==> config.mk <==
export PLATFORM = sky130hd
export DESIGN_NAME = i2c_rx_byte_ctrl
export DESIGN_NICKNAME = d
export VERILOG_FILES = /design/src/rtl/i2c_pkg.sv /design/src/rtl/i2c_rx_shift8.sv /design/src/rtl/i2c_rx_byte_ctrl.sv
export SDC_FILE = /design/constraint.sdc
export NUM_CORES = 1
export LEC_CHECK = 0
export ABC_CLOCK_PERIOD_IN_PS = 1800
export BUFFER_PORTS_ARGS = -buffer_cell sky130_fd_sc_hd__buf_4
export CORE_ASPECT_RATIO = 1.2
export CORE_MARGIN = 10
export CORE_UTILIZATION = 48
export CTS_CLUSTER_SIZE = 24
export DETAILED_ROUTE_END_ITERATION = 7
export GPL_TIMING_DRIVEN = 0
export PLACE_DENSITY = 0.74
export SLEW_MARGIN = 20
export SYNTH_ARGS = -nofsm -noshare
export SYNTH_HDL_FRONTEND = slang
export SYNTH_HIERARCHICAL = 1
export SYNTH_SLANG_ARGS = --single-unit
==> constraint.sdc <==
create_clock -name i2c_clk -period 1.8 [get_ports i2c_clk]
set_clock_uncertainty 0.2 [all_clocks]
set_input_delay 0.36 -clock i2c_clk [delete_from_list [all_inputs] [get_ports i2c_clk]]
set_output_delay 0.36 -clock i2c_clk [all_outputs]
set_load 0.005 [all_outputs]
==> src/rtl/i2c_pkg.sv <==
// Shared types and constants for the I2C receive path.
package i2c_pkg;

    localparam int unsigned BITS_PER_BYTE = 8;
    localparam int unsigned BIT_CNT_W     = $clog2(BITS_PER_BYTE);
    localparam bit          ACK_LVL_DEF   = 1'b0;

    typedef enum logic [2:0] {
        IDLE    = 3'd0,
        SHIFT   = 3'd1,
        LOAD    = 3'd2,
        ACK_DRV = 3'd3,
        ACK_REL = 3'd4
    } rx_state_t;

endpackage

==> src/rtl/i2c_rx_shift8.sv <==
// 8-bit MSB-first receive shift register with synchronous clear and parallel out.
module i2c_rx_shift8
    import i2c_pkg::*;
(
    input  logic                     i2c_clk,
    input  logic                     rst,
    input  logic                     clear,
    input  logic                     shift_en,
    input  logic                     sda_in,
    output logic [BITS_PER_BYTE-1:0] data
);

    always_ff @(posedge i2c_clk) begin
        if (rst || clear) begin
            data <= '0;
        end else if (shift_en) begin
            data <= {data[BITS_PER_BYTE-2:0], sda_in};
        end
    end

endmodule

==> src/rtl/i2c_rx_byte_ctrl.sv <==
// I2C receive byte sequencer: samples SDA on SCL rises, hands each byte to the RX
// buffer over valid/ready, drives ACK/NACK and stretches SCL while the buffer is full.
module i2c_rx_byte_ctrl
    import i2c_pkg::*;
#(
    parameter bit STRETCH_EN = 1'b1,
    parameter bit ACK_LVL    = ACK_LVL_DEF
) (
    input  logic                     i2c_clk,
    input  logic                     rst,
    input  logic                     rx_en,
    input  logic                     ack_en,
    input  logic                     start_det,
    input  logic                     stop_det,
    input  logic                     scl_rise,
    input  logic                     scl_fall,
    input  logic                     sda_in,
    output logic [BITS_PER_BYTE-1:0] byte_data,
    output logic                     byte_valid,
    input  logic                     byte_ready,
    output logic                     sda_oe,
    output logic                     scl_hold,
    output logic [BIT_CNT_W-1:0]     bit_cnt,
    output logic                     busy,
    output logic                     overflow,
    input  logic                     ovf_clr
);

    rx_state_t                state, state_nx;
    logic [BIT_CNT_W-1:0]     bit_cnt_nx;
    logic [BITS_PER_BYTE-1:0] byte_data_nx, shreg;
    logic                     byte_valid_nx, sda_oe_nx, scl_hold_nx, overflow_nx;
    logic                     ack_bit, ack_bit_nx;
    logic                     fall_pend, fall_pend_nx;
    logic                     ack_done, ack_done_nx;
    logic                     shift_en_c, clear_c, hold_free_c, fall_seen_c;

    // The pad only ever pulls toward ACK_LVL; the enable polarity does not depend on it.
    logic ack_lvl_unused;
    assign ack_lvl_unused = ACK_LVL;

    i2c_rx_shift8 u_shift (
        .i2c_clk  (i2c_clk),
        .rst      (rst),
        .clear    (clear_c),
        .shift_en (shift_en_c),
        .sda_in   (sda_in),
        .data     (shreg)
    );

    assign hold_free_c = !byte_valid || byte_ready;
    assign fall_seen_c = fall_pend || scl_fall;

    always_comb begin
        state_nx      = state;
        bit_cnt_nx    = bit_cnt;
        byte_data_nx  = byte_data;
        byte_valid_nx = byte_valid && !byte_ready;
        sda_oe_nx     = sda_oe;
        scl_hold_nx   = 1'b0;
        overflow_nx   = overflow && !ovf_clr;
        ack_bit_nx    = ack_bit;
        fall_pend_nx  = fall_pend;
        ack_done_nx   = ack_done;
        shift_en_c    = 1'b0;
        clear_c       = 1'b0;

        if (stop_det) begin
            state_nx     = IDLE;
            bit_cnt_nx   = '0;
            sda_oe_nx    = 1'b0;
            fall_pend_nx = 1'b0;
            ack_done_nx  = 1'b0;
        end else if (start_det && (state != IDLE || rx_en)) begin
            state_nx     = SHIFT;
            bit_cnt_nx   = '0;
            sda_oe_nx    = 1'b0;
            fall_pend_nx = 1'b0;
            ack_done_nx  = 1'b0;
            clear_c      = 1'b1;
        end else begin
            unique case (state)
                IDLE: ;
                SHIFT: begin
                    if (scl_rise) begin
                        shift_en_c = 1'b1;
                        bit_cnt_nx = bit_cnt + BIT_CNT_W'(1);
                        if (bit_cnt == BIT_CNT_W'(BITS_PER_BYTE - 1)) begin
                            state_nx     = LOAD;
                            fall_pend_nx = 1'b0;
                        end
                    end
                end
                LOAD: begin
                    // A fall seen while waiting here is the ACK change point; drive on exit.
                    if (hold_free_c || !STRETCH_EN) begin
                        state_nx     = ACK_DRV;
                        ack_bit_nx   = hold_free_c && ack_en;
                        ack_done_nx  = fall_seen_c;
                        fall_pend_nx = 1'b0;
                        if (fall_seen_c) begin
                            sda_oe_nx = hold_free_c && ack_en;
                        end
                        if (hold_free_c) begin
                            byte_data_nx  = shreg;
                            byte_valid_nx = 1'b1;
                        end else begin
                            overflow_nx = 1'b1;
                        end
                    end else begin
                        scl_hold_nx  = 1'b1;
                        fall_pend_nx = fall_seen_c;
                    end
                end
                ACK_DRV: begin
                    if (!ack_done) begin
                        if (scl_fall) begin
                            sda_oe_nx   = ack_bit;
                            ack_done_nx = 1'b1;
                        end
                    end else if (scl_rise) begin
                        state_nx = ACK_REL;
                    end
                end
                ACK_REL: begin
                    if (scl_fall) begin
                        sda_oe_nx   = 1'b0;
                        ack_done_nx = 1'b0;
                        bit_cnt_nx  = '0;
                        state_nx    = ack_bit ? SHIFT : IDLE;
                    end
                end
                default: state_nx = IDLE;
            endcase
        end
    end

    always_ff @(posedge i2c_clk) begin
        if (rst) begin
            state      <= IDLE;
            bit_cnt    <= '0;
            byte_data  <= '0;
            byte_valid <= 1'b0;
            sda_oe     <= 1'b0;
            scl_hold   <= 1'b0;
            busy       <= 1'b0;
            overflow   <= 1'b0;
            ack_bit    <= 1'b0;
            fall_pend  <= 1'b0;
            ack_done   <= 1'b0;
        end else begin
            state      <= state_nx;
            bit_cnt    <= bit_cnt_nx;
            byte_data  <= byte_data_nx;
            byte_valid <= byte_valid_nx;
            sda_oe     <= sda_oe_nx;
            scl_hold   <= scl_hold_nx;
            busy       <= (state_nx != IDLE);
            overflow   <= overflow_nx;
            ack_bit    <= ack_bit_nx;
            fall_pend  <= fall_pend_nx;
            ack_done   <= ack_done_nx;
        end
    end

endmodule

==> results of run 1 <==
## logic make-up (layout without fill, tap and decap cells)
family	Yosys count	count (layout)	share of synthesized area
adder cells (fa/ha/maj)	2	2	0.0179
multiplexers	20	20	0.143
AO/OA/AOI/OAI	22	22	0.132
AND/OR/NAND/NOR	63	63	0.225
buffers and inverters	9	48	0.0519
flip-flops	30	30	0.430
## area by class of cell
cell class,instances,share of cell area
Buffer,8,0.0427
Clock buffer,6,0.0287
Inverter,1,0.00210
Multi-Input combinational cell,107,0.426
Sequential cell,30,0.337
Tap cell,34,0.0238
Timing Repair Buffer,33,0.140
## state kept, by name (all words and copies together), names as in the netlist, 3 cells and up
name / count
byte_data: 8
bit_cnt: 3
u_shift/data: 8
state: 3
## stage by stage
step	utilization	hold WS [ns]	setup WS, ns
3_3_place_gp	0.587	0.259	-0.0796
4_1_cts	0.618	0.0156	0.0165
5_1_grt	0.642	0.0156	-0.0973
3_5_place_dp	0.587	0.274	-0.0916
6_report	0.642	0.0201	-0.0152
2_1_floorplan	-	0.228	0.108
## routing by layer
metal / wire, um / global-route usage
met5: 0 / 0
met3: 159 / 0.0473
met2: 1680 / 0.200
met1: 1310 / 0.121
met4: 55 / 0.0544
## power groups by stage
stage | Clock [mW] | Sequential [mW] | Combinational (mW)
floorplan | 0 | 0.682 | 0.0396
global placement | 0 | 0.682 | 0.0740
detailed placement | 0 | 0.682 | 0.0749
CTS | 0.398 | 0.666 | 0.0808
global route | 0.426 | 0.667 | 0.0947
finish | 0.391 | 0.666 | 0.0879
## repair_timing
action                                 in CTS  in global routing
gates resized for setup                     3                  9
pin swaps                                   2                  4
endpoints found under the hold margin       1                  0
setup endpoints to repair                   8                  9
hold buffers                                1                  0
buffers inserted                            2                  4
cloned                                      0                  0
## cells in the mapped netlist (all sizes together)
library cell / count
o21ai: 1
clkbuf: 1
dfxtp: 30
o41ai: 1
and3b: 1
o22ai: 2
ha: 2
a31oi: 2
nor3b: 2
or2: 1
a311oi: 2
nor2b: 2
nand3b: 2
buf: 7
nand3: 2
nor2: 34
o2bb2ai: 1
nor3: 1
o22a: 2
a22oi: 2
inv: 1
a21boi: 1
and2: 1
a21oi: 4
mux2i: 20
a21o: 2
nand2: 11
a211oi: 1
o31ai: 1
nand4b: 1
nand2b: 5
## critical path, stage by stage (launching register included)
cell and delay (ns):
sky130_fd_sc_hd__dfxtp_2 0.33, sky130_fd_sc_hd__buf_6 0.11, sky130_fd_sc_hd__o41ai_4 0.38, sky130_fd_sc_hd__nand2_1 0.11, sky130_fd_sc_hd__nor2_2 0.13, sky130_fd_sc_hd__buf_6 0.16
sky130_fd_sc_hd__mux2i_2 0.22, sky130_fd_sc_hd__nor2_1 0.05
## worst max-delay path by stage
stage / endpoint / slack (ns)
5_1_grt: u_shift/data[6] / -0.1
2_1_floorplan: u_shift/data[0] / 0.11
4_1_cts: u_shift/data[5] / 0.02
6_report: u_shift/data[5] / -0.02
3_3_place_gp: u_shift/data[5] / -0.08
3_5_place_dp: u_shift/data[5] / -0.09
==> results.toml, run 1 <==
[run_status]
run_status = "finished, violations left"
failed_checks = "setup timing"

[timing]
period_needed_ns = 1.82
slew_viol_final = 0
finalCritPeriodShare = 1.01
report.final.setup_viol = 2
timing.max_slew.rel_slack = 0.699
fmaxAchievable_mhz = 551
worst_slew_pin_slew_ns = 0.451
setup_ws_ns = -0.0152
grt_setup_unrepaired = "yes"
totalNegativeSetupSlack_ns = -0.0153
timing.final.hold_violations = 0

[pwr]
p_seq_frac = 0.582
overall_power_mw = 1.14
p_clk_frac = 0.341
p_comb_frac = 0.077
pwr_cell_area_nw_per_um2 = 640
power.static_leakage_nw = 0.760
ir_worst_vdd_uv = 617
swShare = 0.226
total_switching_power_mw = 0.259
internal-power_mw = 0.886

[global_route]
grt_pass1_vias = 1102
number_of_antenna_violations_at_the_first_check_in_global_routing = 0
grt_use_total = 0.116
grt_overflow = 0
grt_pass1_wl_mm = 5.14
grt_max_degree = 11

[critical_path]
cp_max_fo = 8
reg2reg_to = "u_shift/data[5]"
worst_ep_arrival_time_ns = 1.85
timing.reg2reg.setup_slack_ns = -0.02
worst_setup_path_startpoint = "state[0]"
critical_path.startpoint_type = "register"
cp_data_required_time_ns = 1.83
regToRegStartpoint = "state[0]"
critical_path.endpoint_type = "register"
worstSetupPathType = "reg2reg"
worst_r2r_path_depth = 7

[synth]
post-synth-top-area-cell = "sky130_fd_sc_hd__dfxtp_1"
post_synth_main_area_contributors = "sky130_fd_sc_hd__dfxtp_1 43%, sky130_fd_sc_hd__mux2i_1 14%, sky130_fd_sc_hd__nor2_1 8.9%, sky130_fd_sc_hd__buf_6 3.2%, sky130_fd_sc_hd__nand2_1 2.7%"
postSynthNetCount = 159
synth_top_cell_area_share = 0.430
netlist-cell-type-count = 39
synthesis.yosys.warnings = 6
synth.cell_area_um2 = 1400
syn_avg_cell_area_um2 = 9.57
ys_seq_area_frac = 0.430
syn-instance-count = 146
synth-seq-cells = 30

[floorplanning]
die-height_um = 79.1
floorplan.core_area_um2 = 2790
die_w_um = 69.3
fp-row-count = 21
floorplan.initialDensity = 0.502
io-pin-count = 27
floorplan.die_area_um2 = 5480

[clock_network]
cts-buffers-inserted = 5
clock_tree.root_cell = "sky130_fd_sc_hd__clkbuf_4"
cts_buffer_depth = 2
tritoncts = "yes"
cts.sink_count = 30
worst_skew_pair_later_pin_latency_ns = 0.33
htree_num_levels = 2
clk_pin_slew_worst_paths_ns = 0.08

[placement]
hpwl_mm = 2.29
place.port_buffers = 26
finalWeightedCongestion = 0.811
placed_cells_incl_taps = 206
placed_cell_area_um2 = 1640

[cells_and_area]
nets = 199
final-seq-area_um2 = 602
antenna_cells_inserted = 0
layout-drive-gt1-share = 0.335
area.growth.synth_to_final_pct = 27.9
nFillCells = 256
top_library_cells_by_usage_in_the_layout_fill_and_taps_aside = "32 x sky130_fd_sc_hd__nor2_1, 32 x sky130_fd_sc_hd__buf_4, 29 x sky130_fd_sc_hd__dfxtp_1"
post_layout_nonfiller_instances = 219
final_area_um2 = 1790
total_area_of_multi_input_combinational_cells_um2 = 762

[route]
post_detailed_route_drc_marker_count = 0
via_count = 1182
antenna_left = 0
vias_per_cell = 5.40
routedWlPerCell_um = 14.6
first_pass_iters = 4
drt-total-wl_mm = 3.20
drt_iter0_drc = 129

[min_path]
hold_path_class = "in2reg"
holdPathEnd = "overflow"
holdCritStartpoint = "rst"
hold_path_depth = 2

[flow_run]
max_cap_violations = 0
Power figures use the tool's default switching activity.
==> run 2, diff against run 1 <==
SYNTH_HIERARCHICAL = default   (was 1)
==> results.toml, run 2 <==
[critical_path]
critical_path.startpoint_type = "register"
worst_ep_arrival_time_ns = 1.76
worstSetupPathType = "reg2reg"
critical_path.endpoint_type = "register"
cp_data_required_time_ns = 1.80
reg2reg_to = "byte_data[4]"
worst_r2r_path_depth = 6
regToRegStartpoint = "state[2]"
timing.reg2reg.setup_slack_ns = 0.04
cp_max_fo = 5

[route]
first_pass_iters = 4
vias_per_cell = 5.30
via_count = 1150
antenna_left = 0
routedWlPerCell_um = 14.6
post_detailed_route_drc_marker_count = 0
drt_iter0_drc = 67
drt-total-wl_mm = 3.18

[global_route]
grt_use_total = 0.130
grt_pass1_vias = 1190
grt_pass1_wl_mm = 5.32
grt_max_degree = 11
grt_overflow = 0
number_of_antenna_violations_at_the_first_check_in_global_routing = 0

[pwr]
swShare = 0.223
power.static_leakage_nw = 0.772
total_switching_power_mw = 0.252
pwr_cell_area_nw_per_um2 = 636
ir_worst_vdd_uv = 657
p_clk_frac = 0.340
p_seq_frac = 0.587
internal-power_mw = 0.880
p_comb_frac = 0.073

[min_path]
holdCritStartpoint = "rst"
holdPathEnd = "overflow"
hold_path_class = "in2reg"
hold_path_depth = 2

[cells_and_area]
final_area_um2 = 1780
finalCoreUtilization = 0.684
antenna_cells_inserted = 0
area.growth.synth_to_final_pct = 34.4
layout-drive-gt1-share = 0.337
layout_commonest_cell = "sky130_fd_sc_hd__buf_4"
top_regs = "byte_data: 8 flops, u_shift.data: 8 flops"
top_library_cells_by_usage_in_the_layout_fill_and_taps_aside = "34 x sky130_fd_sc_hd__buf_4, 30 x sky130_fd_sc_hd__nor2_1, 27 x sky130_fd_sc_hd__dfxtp_1"
nets = 198

[timing]
fin_worst_hold_slack_ns = 0.0278
worst_slew_pin_slew_ns = 0.445
setup_ws_ns = 0.0386
finalCritPeriodShare = 0.979
timing.final.hold_violations = 0
period_needed_ns = 1.76
slew_viol_final = 0
timing.max_slew.rel_slack = 0.703
report.final.setup_viol = 0
totalNegativeSetupSlack_ns = 0
grt_setup_unrepaired = "yes"
fmaxAchievable_mhz = 568

[placement]
placed_cell_area_um2 = 1560
hpwl_mm = 2.27
place_ws_ns = -0.151
place.port_buffers = 26
finalWeightedCongestion = 0.830

[floorplanning]
fp-row-count = 20
die_w_um = 68.0
io-pin-count = 27
die-height_um = 77.6
floorplan.die_area_um2 = 5270
floorplan.core_area_um2 = 2600
floorplan.initialDensity = 0.509

[synth]
post_synth_main_area_contributors = "sky130_fd_sc_hd__dfxtp_1 45%, sky130_fd_sc_hd__mux2i_1 14%, sky130_fd_sc_hd__nor2_1 8.5%, sky130_fd_sc_hd__a21oi_1 3.0%, sky130_fd_sc_hd__o41ai_4 2.1%"
post-synth-top-area-cell = "sky130_fd_sc_hd__dfxtp_1"
postSynthNetCount = 155
synth.cell_area_um2 = 1330
synthesis.yosys.warnings = 0
most_used_flip_flop_cell_after_synthesis = "sky130_fd_sc_hd__dfxtp_1"
synth_top_cell_area_share = 0.453
syn-instance-count = 142
syn_avg_cell_area_um2 = 9.33
number_of_enable_flip_flop_cells_after_synthesis = 0
share_of_synthesized_registers_carrying_an_async_set_or_reset = 0
synth-seq-cells = 30
ys_seq_area_frac = 0.453
synth_commonest_cells = "30 x sky130_fd_sc_hd__dfxtp_1, 30 x sky130_fd_sc_hd__nor2_1, 18 x sky130_fd_sc_hd__mux2i_1"
netlist-cell-type-count = 32

[clock_network]
tritoncts = "yes"
worst_skew_pair_later_pin_latency_ns = 0.32
cts.sink_count = 30
cts_buffer_depth = 2
clock_tree.root_cell = "sky130_fd_sc_hd__clkbuf_4"
cts-buffers-inserted = 5
htree_num_levels = 2
clk_pin_slew_worst_paths_ns = 0.08

[run_status]
run_status = "complete, no violations"

[flow_run]
max_cap_violations = 0
[run 2: cell count changes after synthesis, moves of 3 or more]
| cell | delta |
|---|---|
| sky130_fd_sc_hd__nor3_1 | +3 |
| sky130_fd_sc_hd__inv_1 | +3 |
| sky130_fd_sc_hd__nand2_1 | -4 |
| sky130_fd_sc_hd__nor2_1 | -3 |
| sky130_fd_sc_hd__a21oi_1 | +4 |
[run 2: worst max path at each step]
stage	cells after the start	end	startpoint
global route	6	u_shift.data[5]	state[1]
finish	6	byte_data[4]	state[2]
floorplan	6	ack_bit	state[0]
global placement	6	u_shift.data[4]	state[2]
CTS	6	u_shift.data[4]	state[0]
detailed placement	6	u_shift.data[4]	state[2]
[run 2: through the flow]
| stage | total power, mW | cells |
|---|---|---|
| finish | 1.13 | 217 |
| detailed placement | 0.748 | 201 |
| global placement | 0.747 | 201 |
| CTS | 1.14 | 214 |
| global route | 1.18 | 217 |
| floorplan | 0.714 | 142 |
[run 2: critical path: stages, from the launching register on]
cell and delay (ns):
sky130_fd_sc_hd__dfxtp_2 0.34, sky130_fd_sc_hd__nand2b_4 0.14, sky130_fd_sc_hd__or4_4 0.42, sky130_fd_sc_hd__nand2b_4 0.19
sky130_fd_sc_hd__buf_8 0.15, sky130_fd_sc_hd__mux2i_1 0.15, sky130_fd_sc_hd__nor2_1 0.05
[run 2: final cells by class]
cell class / count / area [um^2]
flip-flops and latches: 30 / 609
inverters: 4 / 15.0
plain buffers: 6 / 47.5
repair buffers: 37 / 304
clock buffers: 6 / 51.3
well taps: 33 / 41.3
multi-input cells: 101 / 712
fillers: 225 / 822
[run 2: kinds of logic after synthesis]
kind of cell	after synthesis	share of synthesized area
simple gates	53	0.190
flops	30	0.453
compound gates	28	0.154
mux	18	0.136
buf+inv	11	0.0482
fa+ha+maj	2	0.0189
[run 2: power groups by stage]
| stage | registers (mW) | logic, mW | clock network, mW |
|---|---|---|---|
| final | 0.664 | 0.0828 | 0.385 |
| after floorplan | 0.682 | 0.0323 | 0 |
| after global placement | 0.681 | 0.0651 | 0 |
| after detailed placement | 0.682 | 0.0666 | 0 |
| after CTS | 0.665 | 0.0752 | 0.399 |
| after global routing | 0.665 | 0.0904 | 0.428 |
[run 2: metal layers]
| metal | share of wire | vias to the layer above | GRT usage | wire, um |
|---|---|---|---|---|
| met5 | 0 | - | 0 | 0 |
| met4 | 0.017 | 0 | 0.0625 | 55 |
| met3 | 0.065 | 4 | 0.0647 | 208 |
| met2 | 0.51 | 26 | 0.215 | 1610 |
| met1 | 0.41 | 536 | 0.132 | 1300 |
| li1 | - | 584 | - | - |
[run 2: repair_timing]
action	CTS	global route
endpoints found under the hold margin	1	0
pin swaps	2	7
resized for setup	11	10
endpoints found under the setup margin	19	20
hold buffers	1	0
gates cloned	1	0
setup buffers	6	3
==> run 3, diff against run 2 <==
ABC_CLOCK_PERIOD_IN_PS = 2200   (was 1800)
BUFFER_PORTS_ARGS = default   (was -buffer_cell sky130_fd_sc_hd__buf_4)
CORE_UTILIZATION = 50   (was 48)
DONT_BUFFER_PORTS = 1   (was default)
PLACE_DENSITY = default   (was 0.74)
clock period = 2.2 ns   (was 1.8 ns; I/O delays follow)
==> results.toml, run 3 (same netlist as run 2, synthesis figures left out) <==
[critical_path]
critical-path-top-delay-family = "simple AND/OR/NAND/NOR gates"
worstPathCellList = "buf_2 -> nor3_1 -> and3b_1 -> buf_6 -> mux2i_1 -> nor2_1"
cp_max_fo = 10
regToRegStartpoint = "state[2]"
worstSetupPathType = "reg2reg"
critical_path.endpoint_type = "register"
cp_data_required_time_ns = 2.20
crit_path_max_incr_delay_ns = 0.50
worst_r2r_path_depth = 6
critical_path.startpoint_type = "register"
crit_buf_inv = 2
worst_ep_arrival_time_ns = 2.04
reg2reg_to = "u_shift.data[0]"
critical-path-slowest-cell = "sky130_fd_sc_hd__nor3_1"
timing.reg2reg.setup_slack_ns = 0.17

[timing]
timing.final.hold_violations = 0
report.final.setup_viol = 0
totalNegativeSetupSlack_ns = 0
fmaxAchievable_mhz = 492
worst_slew_pin_slew_ns = 0.580
slew_viol_final = 0
setup_ws_ns = 0.166
finalCritPeriodShare = 0.924
timing.max_slew.rel_slack = 0.611
period_needed_ns = 2.03
grt_setup_unrepaired = "no"
fin_worst_hold_slack_ns = 0.0441

[floorplanning]
io-pin-count = 27
floorplan.die_area_um2 = 5120
die-height_um = 76.4
die_w_um = 67.0
fp-row-count = 20
floorplan.core_area_um2 = 2530
floorplan.initialDensity = 0.524

[placement]
placed_cells_incl_taps = 175
place.port_buffers = 0
placed_cell_area_um2 = 1370
finalWeightedCongestion = 0.782
hpwl_mm = 2.16
place_ws_ns = 0.206

[clock_network]
cts-buffers-inserted = 5
clock_tree.root_cell = "sky130_fd_sc_hd__clkbuf_4"
cts-hold-fix-buffers = 4
cts_setup_buffers = 0
cts_buffer_depth = 2
ctsResizeCount = 0
worst_skew_pair_later_pin_latency_ns = 0.33
clk_pin_slew_worst_paths_ns = 0.10
tritoncts = "yes"
cts.sink_count = 30
htree_num_levels = 2

[cells_and_area]
final_area_um2 = 1470
nets = 166
post_layout_nonfiller_instances = 187
finalCoreUtilization = 0.580
antenna_cells_inserted = 0
area.growth.synth_to_final_pct = 10.7
top_regs = "byte_data: 8 flops, u_shift.data: 8 flops"
layout-drive-gt1-share = 0.104
top_library_cells_by_usage_in_the_layout_fill_and_taps_aside = "30 x sky130_fd_sc_hd__nor2_1, 30 x sky130_fd_sc_hd__dfxtp_1, 18 x sky130_fd_sc_hd__mux2i_1"

[route]
first_pass_iters = 4
vias_per_cell = 5.52
routedWlPerCell_um = 15.5
post_detailed_route_drc_marker_count = 0
via_count = 1032
drt_iter0_drc = 56
drt-total-wl_mm = 2.90
antenna_left = 0

[global_route]
grt_max_degree = 11
number_of_antenna_violations_at_the_first_check_in_global_routing = 0
grt_pass1_wl_mm = 4.73
grt_use_total = 0.119
grt_overflow = 0
grt_pass1_vias = 1035

[pwr]
total_switching_power_mw = 0.213
internal-power_mw = 0.715
power.static_leakage_nw = 0.597
ir_worst_vdd_uv = 379
p_comb_frac = 0.040
p_seq_frac = 0.588
p_clk_frac = 0.372
swShare = 0.229
overall_power_mw = 0.928
pwr_cell_area_nw_per_um2 = 633

[min_path]
holdPathEnd = "fall_pend"
hold_path_class = "in2reg"
hold_path_depth = 2
holdCritStartpoint = "scl_fall"

[run_status]
run_status = "complete, no violations"

[flow_run]
max_cap_violations = 0
## run 3: changes by cell type in the layout (fill, tap and decap cells not counted), moves of 2 or more
cell                            previous run  this run
sky130_fd_sc_hd__ha_1                      0         2
sky130_fd_sc_hd__buf_4                    34         1
sky130_fd_sc_hd__dfxtp_4                   2         0
sky130_fd_sc_hd__dfxtp_1                  27        30
sky130_fd_sc_hd__ha_2                      2         0
sky130_fd_sc_hd__dlygate4sd3_1             1         4
## run 3: power groups by stage
stage / registers (mW) / logic (mW) / clock network [mW]
2_1_floorplan: 0.558 / 0.0264 / 0
3_3_place_gp: 0.558 / 0.0327 / 0
3_5_place_dp: 0.558 / 0.0332 / 0
4_1_cts: 0.545 / 0.0377 / 0.349
5_1_grt: 0.546 / 0.0406 / 0.385
6_report: 0.545 / 0.0373 / 0.345
## run 3: worst reg2reg max path, stage by stage (launching register included)
cell and delay [ns]:
sky130_fd_sc_hd__dfxtp_1 0.35, sky130_fd_sc_hd__buf_2 0.19, sky130_fd_sc_hd__nor3_1 0.51, sky130_fd_sc_hd__and3b_1 0.26, sky130_fd_sc_hd__buf_6 0.16, sky130_fd_sc_hd__mux2i_1 0.20
sky130_fd_sc_hd__nor2_1 0.05
## run 3: final cells by class
class,instances,area [um^2]
Sequential cell,30,601
Fill cell,244,1060
Inverter,4,15.0
Clock buffer,7,55.1
Multi-Input combinational cell,101,661
Clock inverter,1,5.00
Timing Repair Buffer,4,40.0
Buffer,7,48.8
Tap cell,33,41.3
## run 3: metal layers
metal,up-vias,GRT usage,routed length (um)
met1,489,0.117,1100
met3,5,0.0456,213
li1,519,-,-
met5,-,0,0
met2,19,0.197,1540
met4,0,0.0782,47
## run 3: worst max path at each step
stage	from	endpoint	slack [ns]	cells after the start
after floorplan	state[0]	ack_bit	0.45	6
after global placement	state[2]	u_shift.data[4]	0.28	6
after detailed placement	state[2]	u_shift.data[1]	0.21	6
after CTS	state[2]	u_shift.data[0]	0.20	6
after global routing	state[0]	u_shift.data[0]	0.02	7
final	state[2]	u_shift.data[0]	0.17	6
